File: src/rtl/spi_master_core.sv
// SPI mode-0 master: shifts one DATA_WIDTH word out on mosi (MSB first)
// while capturing miso, with cs held high for one half-period after each word.
module spi_master_core #(
    parameter int DATA_WIDTH      = 32,
    parameter int SCLK_HALFPERIOD = 8
) (
    input  logic                  clk,
    input  logic                  rst,
    input  logic                  start_transaction,
    input  logic [DATA_WIDTH-1:0] data_in,
    input  logic                  miso,
    output logic                  mosi,
    output logic                  sclk,
    output logic                  cs,
    output logic [DATA_WIDTH-1:0] data_out,
    output logic                  ready
);

    localparam int CW = (SCLK_HALFPERIOD > 1) ? $clog2(SCLK_HALFPERIOD) : 1;
    localparam int BW = $clog2(DATA_WIDTH);
    localparam logic [CW-1:0] HLAST = CW'(SCLK_HALFPERIOD - 1);
    localparam logic [BW-1:0] BLAST = BW'(DATA_WIDTH - 1);

    typedef enum logic [1:0] {
        IDLE,
        TRANSFER,
        CS_HOLD
    } state_t;

    state_t                state_q, state_d;
    logic [CW-1:0]         cnt_q, cnt_d;
    logic [BW-1:0]         bit_q, bit_d;
    logic [DATA_WIDTH-1:0] tx_q, tx_d;
    logic [DATA_WIDTH-1:0] rx_q, rx_d;
    logic [DATA_WIDTH-1:0] dout_q, dout_d;
    logic                  sclk_q, sclk_d;
    logic                  cs_q, cs_d;
    logic                  ready_q, ready_d;
    logic                  tc;

    assign tc = (cnt_q == HLAST);

    always_ff @(posedge clk or posedge rst) begin
        if (rst) begin
            state_q <= IDLE;
            cnt_q   <= '0;
            bit_q   <= '0;
            tx_q    <= '0;
            rx_q    <= '0;
            dout_q  <= '0;
            sclk_q  <= 1'b0;
            cs_q    <= 1'b1;
            ready_q <= 1'b1;
        end else begin
            state_q <= state_d;
            cnt_q   <= cnt_d;
            bit_q   <= bit_d;
            tx_q    <= tx_d;
            rx_q    <= rx_d;
            dout_q  <= dout_d;
            sclk_q  <= sclk_d;
            cs_q    <= cs_d;
            ready_q <= ready_d;
        end
    end

    always_comb begin
        state_d = state_q;
        cnt_d   = cnt_q;
        bit_d   = bit_q;
        tx_d    = tx_q;
        rx_d    = rx_q;
        dout_d  = dout_q;
        sclk_d  = sclk_q;
        cs_d    = cs_q;
        ready_d = ready_q;
        unique case (state_q)
            IDLE: begin
                if (start_transaction) begin
                    tx_d    = data_in;
                    rx_d    = '0;
                    cnt_d   = '0;
                    bit_d   = '0;
                    cs_d    = 1'b0;
                    ready_d = 1'b0;
                    state_d = TRANSFER;
                end
            end
            TRANSFER: begin
                if (tc) begin
                    cnt_d  = '0;
                    sclk_d = ~sclk_q;
                    if (!sclk_q) begin
                        rx_d = {rx_q[DATA_WIDTH-2:0], miso};
                    end else if (bit_q != BLAST) begin
                        bit_d = bit_q + 1'b1;
                        tx_d  = {tx_q[DATA_WIDTH-2:0], 1'b0};
                    end else begin
                        // rx_q already holds the bit taken on the last rise
                        dout_d  = rx_q;
                        tx_d    = '0;
                        cs_d    = 1'b1;
                        state_d = CS_HOLD;
                    end
                end else begin
                    cnt_d = cnt_q + 1'b1;
                end
            end
            CS_HOLD: begin
                if (tc) begin
                    cnt_d   = '0;
                    ready_d = 1'b1;
                    state_d = IDLE;
                end else begin
                    cnt_d = cnt_q + 1'b1;
                end
            end
            default: begin
                state_d = IDLE;
            end
        endcase
    end

    // mosi is the TX MSB; tx_q is zero whenever the core is idle
    assign mosi     = tx_q[DATA_WIDTH-1];
    assign sclk     = sclk_q;
    assign cs       = cs_q;
    assign ready    = ready_q;
    assign data_out = dout_q;

endmodule

File: config.mk
export PLATFORM = sky130hd
export DESIGN_NAME = spi_master_core
export DESIGN_NICKNAME = d
export VERILOG_FILES = /design/src/rtl/spi_master_core.sv
export SDC_FILE = /design/constraint.sdc
export NUM_CORES = 1
export LEC_CHECK = 0
export ABC_AREA = 1
export CELL_PAD_IN_SITES_DETAIL_PLACEMENT = 1
export CELL_PAD_IN_SITES_GLOBAL_PLACEMENT = 1
export CORE_MARGIN = 4
export CORE_UTILIZATION = 43
export DETAILED_ROUTE_END_ITERATION = 10
export PLACE_DENSITY_LB_ADDON = 0.1
export SLEW_MARGIN = 25
export SYNTH_ARGS = -nofsm -noshare
export SYNTH_HDL_FRONTEND = slang
export SYNTH_SLANG_ARGS = --single-unit
File: constraint.sdc
create_clock -name clk -period 9.93 [get_ports clk]
set_input_delay 1.986 -clock clk [delete_from_list [all_inputs] [get_ports clk]]
set_output_delay 1.986 -clock clk [all_outputs]
set_load 0.02 [all_outputs]
==> results.ini, run 1 <==
[outcome]
status=completed

[route]
post-route-drc-count=0
via_per_inst=5.13
dr.pass1.iters=4
ant_nets=0
vias=4226
drt_iter0_markers=229
routed_wirelength_um=12300
wl_per_cell_um=15.0

[pwr]
leakagePower_nw=3.08
p_per_area_mw_per_mm2=239
p_total_mw=1.44
peakVddDrop_mv=0.173

[finish]
drive_gt1_frac=0.0453
antenna_cells=0
finalInstanceArea_mm2=0.00601
area_delta_synth_final_pct=21.7
final_nets=724
fillers=1386
final_core_util=0.544

[logic_synthesis]
synth.most_common_cell=nand2_1
ys_async_sr_fraction=1.00
synth_top_area_cell=dfrtp_1
synth-compound-area-share=0.0763
synth_mux_area_frac=0
synth_top_area_frac=0.542
synth_fa_ha_area_frac=0.0228
synthCells=626
yosysUniqueCellTypes=21
ys_seq_elements=109
synth_xor_area_frac=0
seq_area_frac_synth=0.553
synth_edf_count=0
synth_simple_gate_area_frac=0.304
ys.flop_type=dfrtp_1
synth_nets=671
syn_area_per_cell_um2=7.88
synth_top_family_by_area=simple AND/OR/NAND/NOR gates
syn-cell-area_mm2=0.00494
synth_area_leaders=dfrtp_1 (54%), nand2_1 (25%), o21ai_0 (6.5%), nand3_1 (4.1%), ha_1 (2.3%)
yosys-top-cells-count=nand2_1 (327), dfrtp_1 (107), o21ai_0 (64)
yosysWarnings=0

[timing]
worst_pin_slew_ns=0.926
setup_violations=0
fin_skew_ns=0.00770
hold_viol=0
period_share=0.434
finalSetupTns_ns=0
max_freq_ghz=0.232
rsz0062_at_grt=no
finalCriticalPeriod_ns=4.31
drv_slew=0
timing.slew.headroom=0.379
setup_slack_ns=5.62

[floorplan]
die-area_mm2=0.0133
core_area_mm2=0.0110
die_w_um=115
ios=72
start_util=0.447
die_h_um=115
rows=38

[clock_network]
clk-insertion-delay-late_ns=0.34
cts.clk_slew.worst_paths_ns=0.07
htreeDepth=3
clkSinkCount=109
ctsHoldBuffers=0
tritoncts=yes
cts_max_path_buffers=2
root_buffer=clkbuf_16
cts_setup_buffers=0
cts_resized=0
cts_buffers=9

[placement]
gp_congestion=0.771
pre_cts_slack_ns=4.85
dp_hpwl_um=7950
port-buffer-count=71
placed_cell_area_mm2=0.00572

[grt]
grt_max_degree=88
grt.total_usage=0.200
globalRoute.totalOverflow=0
grt_pass1_wl_um=21400
antenna_found_initial=0
grt_pass1_vias=4458

[critical_path]
worstSetupPathType=primary input to register
r2r_slack_ns=6.42
worstPathRequired_ns=10.12
end_kind=register
critPathLaunchType=primary input
path_max_fanout=33
reg2reg_from=state_q[1]$_DFFE_PP0P_
worstPathArrival_ns=4.50
r2r-end=tx_q[0]$_DFFE_PP0P_
worstRegToRegCells=8

[min_path]
hold_end=cs$_DFFE_PP1P_
min_path_type=register to register
hold_path.startpoint=cs$_DFFE_PP1P_
holdPathStages=2

[run]
maxCapViolCount=0

[stage by stage]
stage	hold WS (ns)	std cells
floorplan	0.449	626
global placement	0.454	808
detailed placement	0.461	808
CTS	0.472	824
global route	0.487	824
finish	0.466	824
[area by class of cell]
class                      instances  area, µm²  area share
timing repair buffer              76        752       0.125
tap                              140        175      0.0292
multi-input combinational        465       2010       0.334
clock buffer                      12        246      0.0410
inverter                          18       70.1      0.0117
sequential                       109       2730       0.455
clock inverter                     4       23.8     0.00396
[sequential cells by signal, indices dropped and copies added (netlist names), 2 cells and up]
name,count
tx_q,32
rx_q,32
data_out,32
cnt_q,3
bit_q,5
state_q,2
[worst max-delay path, stage by stage]
cell and delay [ns]:
clkdlybuf4s50_1 0.39, inv_1 0.07, nand2_2 0.13, nand2_1 0.11, clkinv_1 0.72, nand2_2 0.88
o21ai_0 0.20
[power by group]
part	internal, mW	leakage, nW	total [mW]	switching (mW)
clock	0.177	0.136	0.335	0.158
combinational	0.148	1.48	0.527	0.379
sequential	0.524	1.47	0.574	0.0497
total	0.849	3.08	1.44	0.587
[logic make-up (layout without fill, tap and decap cells)]
| family | count (synthesis) | in the layout |
|---|---|---|
| adder cells (fa/ha/maj) | 9 | 9 |
| AO/OA/AOI/OAI | 74 | 74 |
| AND/OR/NAND/NOR | 382 | 382 |
| buffers and inverters | 52 | 110 |
| flip-flops | 109 | 109 |
[cells in the final DEF (no fill, tap or decap)]
master and n:
inv_2 1, nand3_1 40, ha_1 9, nand2_2 4, clkbuf_8 1, nor3b_1 1, nand4_1 1, o21ai_1 8
o21ai_2 1, inv_4 1, dfrtp_1 107, clkinv_2 3, clkbuf_16 9, inv_1 15, buf_6 1, o21ai_0 64
clkinv_4 1, dfstp_2 2, buf_4 4, clkdlybuf4s50_1 71, clkinv_1 1, nand3_4 1, nor2_1 9, o31ai_1 1
nand2_1 324, nor2_2 2, clkbuf_1 2
[how the worst max path moves through the flow]
stage                     depth (start not counted)               from              endpoint
after CTS                                         7  start_transaction   tx_q[0]$_DFFE_PP0P_
after global routing                              7  start_transaction   tx_q[0]$_DFFE_PP0P_
after detailed placement                          7  start_transaction   tx_q[0]$_DFFE_PP0P_
after global placement                            7  start_transaction   tx_q[0]$_DFFE_PP0P_
final                                             7  start_transaction   tx_q[0]$_DFFE_PP0P_
after floorplan                                   1                rst  bit_q[0]$_DFFE_PP0P_
[layer usage]
layer	part of all wire	global-route usage	vias up
li1	-	-	2072
met2	0.50	0.340	52
met1	0.46	0.264	2088
met3	0.028	0.0268	14
met5	0	0	-
met4	0.015	0.0657	0
(Power assumes the default switching activity.)
==> run 2: changes to the inputs <==
--- a/config.mk
+++ b/config.mk
@@ -9,7 +9,7 @@
 export CELL_PAD_IN_SITES_DETAIL_PLACEMENT = 1
 export CELL_PAD_IN_SITES_GLOBAL_PLACEMENT = 1
 export CORE_MARGIN = 4
-export CORE_UTILIZATION = 43
+export CORE_UTILIZATION = 36
 export DETAILED_ROUTE_END_ITERATION = 10
 export PLACE_DENSITY_LB_ADDON = 0.1
 export SLEW_MARGIN = 25
==> constraint.sdc (replaced) <==
create_clock -name clk -period 3.55 [get_ports clk]
set_input_delay 0.71 -clock clk [delete_from_list [all_inputs] [get_ports clk]]
set_output_delay 0.71 -clock clk [all_outputs]
set_load 0.02 [all_outputs]
==> results.ini, run 2 (synthesized netlist as in run 1, its figures left out) <==
[timing]
finalSetupTns_ns=0  ; unchanged
hold_viol=0  ; unchanged
timing.slew.headroom=0.459  ; was 0.379
finalCriticalPeriod_ns=2.37
period_share=0.668
setup_violations=0  ; unchanged
max_freq_ghz=0.422
drv_slew=0  ; unchanged
rsz0062_at_grt=no  ; unchanged
worst_pin_slew_ns=0.810  ; was 0.926 ns
setup_slack_ns=1.18  ; was 5.62 ns
fin_skew_ns=0.00726  ; was 0.00770 ns

[critical_path]
worstSetupPathType=register to register  ; was primary input to register
worstPathRequired_ns=3.78  ; was 10.12 ns
path_max_fanout=23  ; was 33
critPathLaunchType=register  ; was primary input
worstPathArrival_ns=2.60  ; was 4.50 ns
end_kind=register  ; unchanged

[grt]
globalRoute.totalOverflow=0  ; unchanged
grt_pass1_vias=4343  ; was 4458
antenna_found_initial=0  ; unchanged
grt.total_usage=0.162  ; was 0.200
grt_pass1_wl_um=21100  ; was 21400 µm
grt_max_degree=73  ; was 88

[route]
via_per_inst=4.82  ; was 5.13
drt_iter0_markers=162  ; was 229
dr.pass1.iters=4  ; unchanged
vias=4192  ; was 4226
post-route-drc-count=0  ; unchanged
ant_nets=0  ; unchanged
routed_wirelength_um=12200  ; was 12300 µm
wl_per_cell_um=14.0  ; was 15.0 µm

[finish]
layout_commonest_cell=nand2_1  ; unchanged
stdcell_count=869  ; was 824
drive_gt1_frac=0.0563  ; was 0.0453
final_nets=733  ; was 724
final_core_util=0.463  ; was 0.544
antenna_cells=0  ; unchanged
fillers=1646  ; was 1386
final_cell_mix=nand2_1 (327), dfrtp_1 (107), clkdlybuf4s50_1 (71)  ; was nand2_1 (324), dfrtp_1 (107), clkdlybuf4s50_1 (71)
area_delta_synth_final_pct=25.1  ; was 21.7%

[clock_network]
cts_max_path_buffers=2  ; unchanged
clkSinkCount=109  ; unchanged
root_buffer=clkbuf_16  ; unchanged
cts_buffers=9  ; unchanged
htreeDepth=3  ; unchanged
cts_resized=0  ; unchanged
cts_setup_buffers=0  ; unchanged
cts.clk_slew.worst_paths_ns=0.07  ; about the same
clk-insertion-delay-late_ns=0.35  ; was 0.34 ns
ctsHoldBuffers=0  ; unchanged
tritoncts=yes  ; unchanged

[pwr]
p_per_area_mw_per_mm2=680  ; was 239 mW/mm²
p_int_mw=2.53  ; was 0.849 mW
clkPwrFrac=0.262  ; was 0.233
switchingPower_mw=1.67  ; was 0.587 mW
peakVddDrop_mv=0.395  ; was 0.173 mV
pwr-share-seq=0.380  ; was 0.400
swShare=0.397  ; was 0.409
leakagePower_nw=3.14  ; was 3.08 nW
pwr-share-comb=0.358  ; was 0.367

[placement]
port-buffer-count=71  ; unchanged
dp_hpwl_um=8010  ; was 7950 µm
pre_cts_slack_ns=1.08  ; was 4.85 ns
gp_congestion=0.762  ; was 0.771
placedCellCount=852  ; was 808

[floorplan]
rows=42  ; was 38
core_area_mm2=0.0133  ; was 0.0110 mm²
die_h_um=125  ; was 115 µm
start_util=0.370  ; was 0.447
die-area_mm2=0.0156  ; was 0.0133 mm²
ios=72  ; unchanged
die_w_um=125  ; was 115 µm

[min_path]
min_path_type=register to register  ; unchanged

[run]
maxCapViolCount=0  ; unchanged

[outcome]
status=completed  ; unchanged

-- run 2: cell types whose count changed in the layout (fill, tap and decap cells not counted), moves of 2 or more --
| cell | previous run | this run |
|---|---|---|
| bufinv_16 | 0 | 2 |
| clkinv_2 | 3 | 1 |
| clkbuf_1 | 2 | 0 |
| nand2_1 | 324 | 327 |
| nand2_2 | 4 | 1 |
| buf_4 | 4 | 13 |
| clkinvlp_4 | 0 | 2 |
-- run 2: power groups by stage --
stage	Combinational, mW	Sequential, mW	Clock (mW)
floorplan	1.13	1.60	0
global placement	1.46	1.61	0
detailed placement	1.53	1.62	0
CTS	1.53	1.60	1.13
global route	1.74	1.63	1.19
finish	1.50	1.60	1.10
-- run 2: final cells by class --
class	count	area [µm²]	area share
inverters	18	71.3	0.0116
multi-input cells	465	1990	0.323
clock buffers	9	225	0.0365
clock inverters	7	98.8	0.0160
repair buffers	85	836	0.135
well taps	176	220	0.0357
flip-flops and latches	109	2730	0.442
-- run 2: worst paths after layout --
| kind | start | to | depth (start not counted) | slack, ns |
|---|---|---|---|---|
| worst min-delay path | cs$_DFFE_PP1P_ | cs$_DFFE_PP1P_ | 2 | 0.47 |
| max in group asynchronous | rst | data_out[12]$_DFFE_PP0P_ | 4 | 2.23 |
| worst max-delay path | bit_q[0]$_DFFE_PP0P_ | data_out[2]$_DFFE_PP0P_ | 8 | 1.18 |
| worst max register to register | bit_q[0]$_DFFE_PP0P_ | data_out[2]$_DFFE_PP0P_ | 8 | 1.18 |
| min in group asynchronous | rst | rx_q[1]$_DFFE_PP0P_ | 3 | 0.76 |
| worst min register to register | cs$_DFFE_PP1P_ | cs$_DFFE_PP1P_ | 2 | 0.47 |
-- run 2: metrics by stage --
step	instance area, µm²	total power, mW	hold WS, ns
after floorplan	4940	2.72	0.449
after global placement	5820	3.07	0.456
after detailed placement	5820	3.15	0.464
after CTS	6150	4.26	0.476
after global routing	6170	4.56	0.497
final	6170	4.20	0.467
-- run 2: worst max-delay path, cell delays in order, from the launching register on --
cell and delay (ns):
dfrtp_1 0.43, ha_1 0.20, nand2_1 0.07, nor2_1 0.16
ha_1 0.23, nand2_1 0.49, buf_4 0.38, o21ai_0 0.19
nand2_1 0.09
-- run 2: per-layer routing --
| metal | vias up | share of wire | GRT usage |
|---|---|---|---|
| li1 | 2090 | - | - |
| met1 | 2033 | 0.49 | 0.223 |
| met2 | 56 | 0.47 | 0.257 |
| met3 | 13 | 0.027 | 0.0290 |
| met4 | 0 | 0.017 | 0.0612 |
| met5 | - | 0 | 0 |
==> run 3: changes to the inputs <==
--- a/config.mk
+++ b/config.mk
@@ -9,7 +9,7 @@
 export CELL_PAD_IN_SITES_DETAIL_PLACEMENT = 1
 export CELL_PAD_IN_SITES_GLOBAL_PLACEMENT = 1
 export CORE_MARGIN = 4
-export CORE_UTILIZATION = 36
+export CORE_UTILIZATION = 40
 export DETAILED_ROUTE_END_ITERATION = 10
 export PLACE_DENSITY_LB_ADDON = 0.1
 export SLEW_MARGIN = 25
==> constraint.sdc (replaced) <==
create_clock -name clk -period 2.3 [get_ports clk]
set_input_delay 0.46 -clock clk [delete_from_list [all_inputs] [get_ports clk]]
set_output_delay 0.46 -clock clk [all_outputs]
set_load 0.02 [all_outputs]
==> results.ini, run 3 (synthesized netlist as in run 1, its figures left out) <==
[pwr]
swShare=0.386  ; was 0.397
peakVddDrop_mv=0.775  ; was 0.395 mV
clkPwrFrac=0.269  ; was 0.262
leakagePower_nw=3.15  ; was 3.14 nW
switchingPower_mw=2.55  ; was 1.67 mW
pwr-share-comb=0.358  ; about the same
p_int_mw=4.05  ; was 2.53 mW
p_per_area_mw_per_mm2=1070  ; was 680 mW/mm²
pwr-share-seq=0.374  ; was 0.380
p_total_mw=6.59  ; was 4.20 mW

[critical_path]
max_stage_delay_ns=0.46  ; was 0.49 ns
critPathSlowestCell=buf_4  ; was nand2_1
path_max_fanout=64  ; was 23
end_kind=register  ; unchanged
worstPathArrival_ns=2.34  ; was 2.60 ns
worstPathRequired_ns=2.57  ; was 3.78 ns
startpoint=state_q[1]$_DFFE_PP0P_  ; was bit_q[0]$_DFFE_PP0P_
reg2reg_from=state_q[1]$_DFFE_PP0P_  ; was bit_q[0]$_DFFE_PP0P_
worstRegToRegCells=8  ; unchanged
path_cells=inv_1, ha_1, buf_4, nand2_1, nand3_2, buf_4, nand2_1, o21ai_0  ; was ha_1, nand2_1, nor2_1, ha_1, nand2_1, buf_4, o21ai_0, nand2_1
critPathLaunchType=register  ; unchanged
worstSetupPathType=register to register  ; unchanged
r2r-end=rx_q[2]$_DFFE_PP0P_  ; was data_out[2]$_DFFE_PP0P_
r2r_slack_ns=0.23  ; was 1.18 ns

[clock_network]
ctsHoldBuffers=0  ; unchanged
clk-insertion-delay-late_ns=0.35  ; about the same
htreeDepth=3  ; unchanged
clkSinkCount=109  ; unchanged
cts_setup_buffers=0  ; unchanged
tritoncts=yes  ; unchanged
cts_buffers=9  ; unchanged
root_buffer=clkbuf_16  ; unchanged
cts_resized=0  ; unchanged
cts.clk_slew.worst_paths_ns=0.08  ; was 0.07 ns
cts_max_path_buffers=2  ; unchanged

[timing]
fin_skew_ns=0.00856  ; was 0.00726 ns
hold_viol=0  ; unchanged
setup_slack_ns=0.229  ; was 1.18 ns
drv_slew=0  ; unchanged
max_freq_ghz=0.483  ; was 0.422 GHz
finalSetupTns_ns=0  ; unchanged
worst_pin_slew_ns=0.594  ; was 0.810 ns
timing.slew.headroom=0.604  ; was 0.459
rsz0062_at_grt=no  ; unchanged
setup_violations=0  ; unchanged
finalCriticalPeriod_ns=2.07  ; was 2.37 ns
period_share=0.900  ; was 0.668

[floorplan]
die_h_um=119  ; was 125 µm
die_w_um=119  ; was 125 µm
rows=40  ; was 42
start_util=0.409  ; was 0.370
ios=72  ; unchanged
die-area_mm2=0.0142  ; was 0.0156 mm²
core_area_mm2=0.0121  ; was 0.0133 mm²

[grt]
grt_max_degree=110  ; was 73
grt.total_usage=0.186  ; was 0.162
grt_pass1_vias=4573  ; was 4343
grt_busiest_layer=met2  ; unchanged
gr-usage-met2=0.312  ; was 0.257
grt_use_met3=0.0271  ; was 0.0290
globalRoute.totalOverflow=0  ; unchanged
grt_pass1_wl_um=21800  ; was 21100 µm
met1_usage=0.248  ; was 0.223
antenna_found_initial=0  ; unchanged

[min_path]
min_path_type=register to register  ; unchanged
hold_path.startpoint=tx_q[29]$_DFFE_PP0P_  ; was cs$_DFFE_PP1P_
holdPathStages=2  ; unchanged
hold_end=tx_q[29]$_DFFE_PP0P_  ; was cs$_DFFE_PP1P_

[route]
routed_wirelength_um=12100  ; was 12200 µm
dr.pass1.iters=4  ; unchanged
drt_iter0_markers=254  ; was 162
via_per_inst=4.94  ; was 4.82
ant_nets=0  ; unchanged
post-route-drc-count=0  ; unchanged
vias=4249  ; was 4192
wl_per_cell_um=14.1  ; was 14.0 µm

[finish]
layout_commonest_cell=nand2_1  ; unchanged
final_nets=733  ; unchanged
area_delta_synth_final_pct=25.2  ; was 25.1%
drive_gt1_frac=0.0535  ; was 0.0563
antenna_cells=0  ; unchanged
final_cell_mix=nand2_1 (327), dfrtp_1 (107), clkdlybuf4s50_1 (71)  ; unchanged
final_core_util=0.513  ; was 0.463

[outcome]
status=completed  ; unchanged

[placement]
dp_hpwl_um=7900  ; was 8010 µm
port-buffer-count=71  ; unchanged
gp_congestion=0.779  ; was 0.762
pre_cts_slack_ns=0.232  ; was 1.08 ns

[run]
maxCapViolCount=0  ; unchanged

## run 3: worst max path at each step
stage | to | slack (ns) | depth (start not counted)
global placement | rx_q[22]$_DFFE_PP0P_ | 0.39 | 7
detailed placement | rx_q[2]$_DFFE_PP0P_ | 0.23 | 8
CTS | rx_q[2]$_DFFE_PP0P_ | 0.20 | 8
floorplan | bit_q[0]$_DFFE_PP0P_ | 0.53 | 1
global route | rx_q[2]$_DFFE_PP0P_ | 0.01 | 8
finish | rx_q[2]$_DFFE_PP0P_ | 0.23 | 8
## run 3: stage by stage
| stage | hold WS (ns) | instances | cell area (µm²) |
|---|---|---|---|
| finish | 0.482 | 860 | 6180 |
| global route | 0.503 | 860 | 6180 |
| CTS | 0.481 | 860 | 6180 |
| detailed placement | 0.465 | 845 | 5850 |
| global placement | 0.462 | 845 | 5850 |
| floorplan | 0.449 | 626 | 4940 |
## run 3: layout make-up
cell class / count / area [µm²]
Clock buffer: 10 / 229
Sequential cell: 109 / 2730
Tap cell: 168 / 210
Fill cell: 1471 / 5880
Timing Repair Buffer: 85 / 841
Inverter: 18 / 71.3
Multi-Input combinational cell: 465 / 1990
Clock inverter: 5 / 108
## run 3: routing by layer
metal / vias up / share of wire
met1: 2104 / 0.47
met5: - / 0
met2: 46 / 0.49
li1: 2089 / -
met4: 0 / 0.014
met3: 10 / 0.023
## run 3: power by group through the flow
stage	Clock, mW	Combinational [mW]	Sequential, mW
after global placement	0	2.29	2.48
after detailed placement	0	2.38	2.50
after floorplan	0	1.74	2.47
final	1.77	2.36	2.46
after global routing	1.91	2.75	2.51
after CTS	1.82	2.40	2.46
## run 3: worst max-delay path: cells and delay by family, from the launching register on
| kind | cells | cell delay (ns) |
|---|---|---|
| adder cells (fa/ha/maj) | 1 | 0.26 |
| flip-flops | 1 | 0.40 |
| AND/OR/NAND/NOR | 3 | 0.38 |
| buffers and inverters | 3 | 0.79 |
| AO/OA/AOI/OAI | 1 | 0.12 |
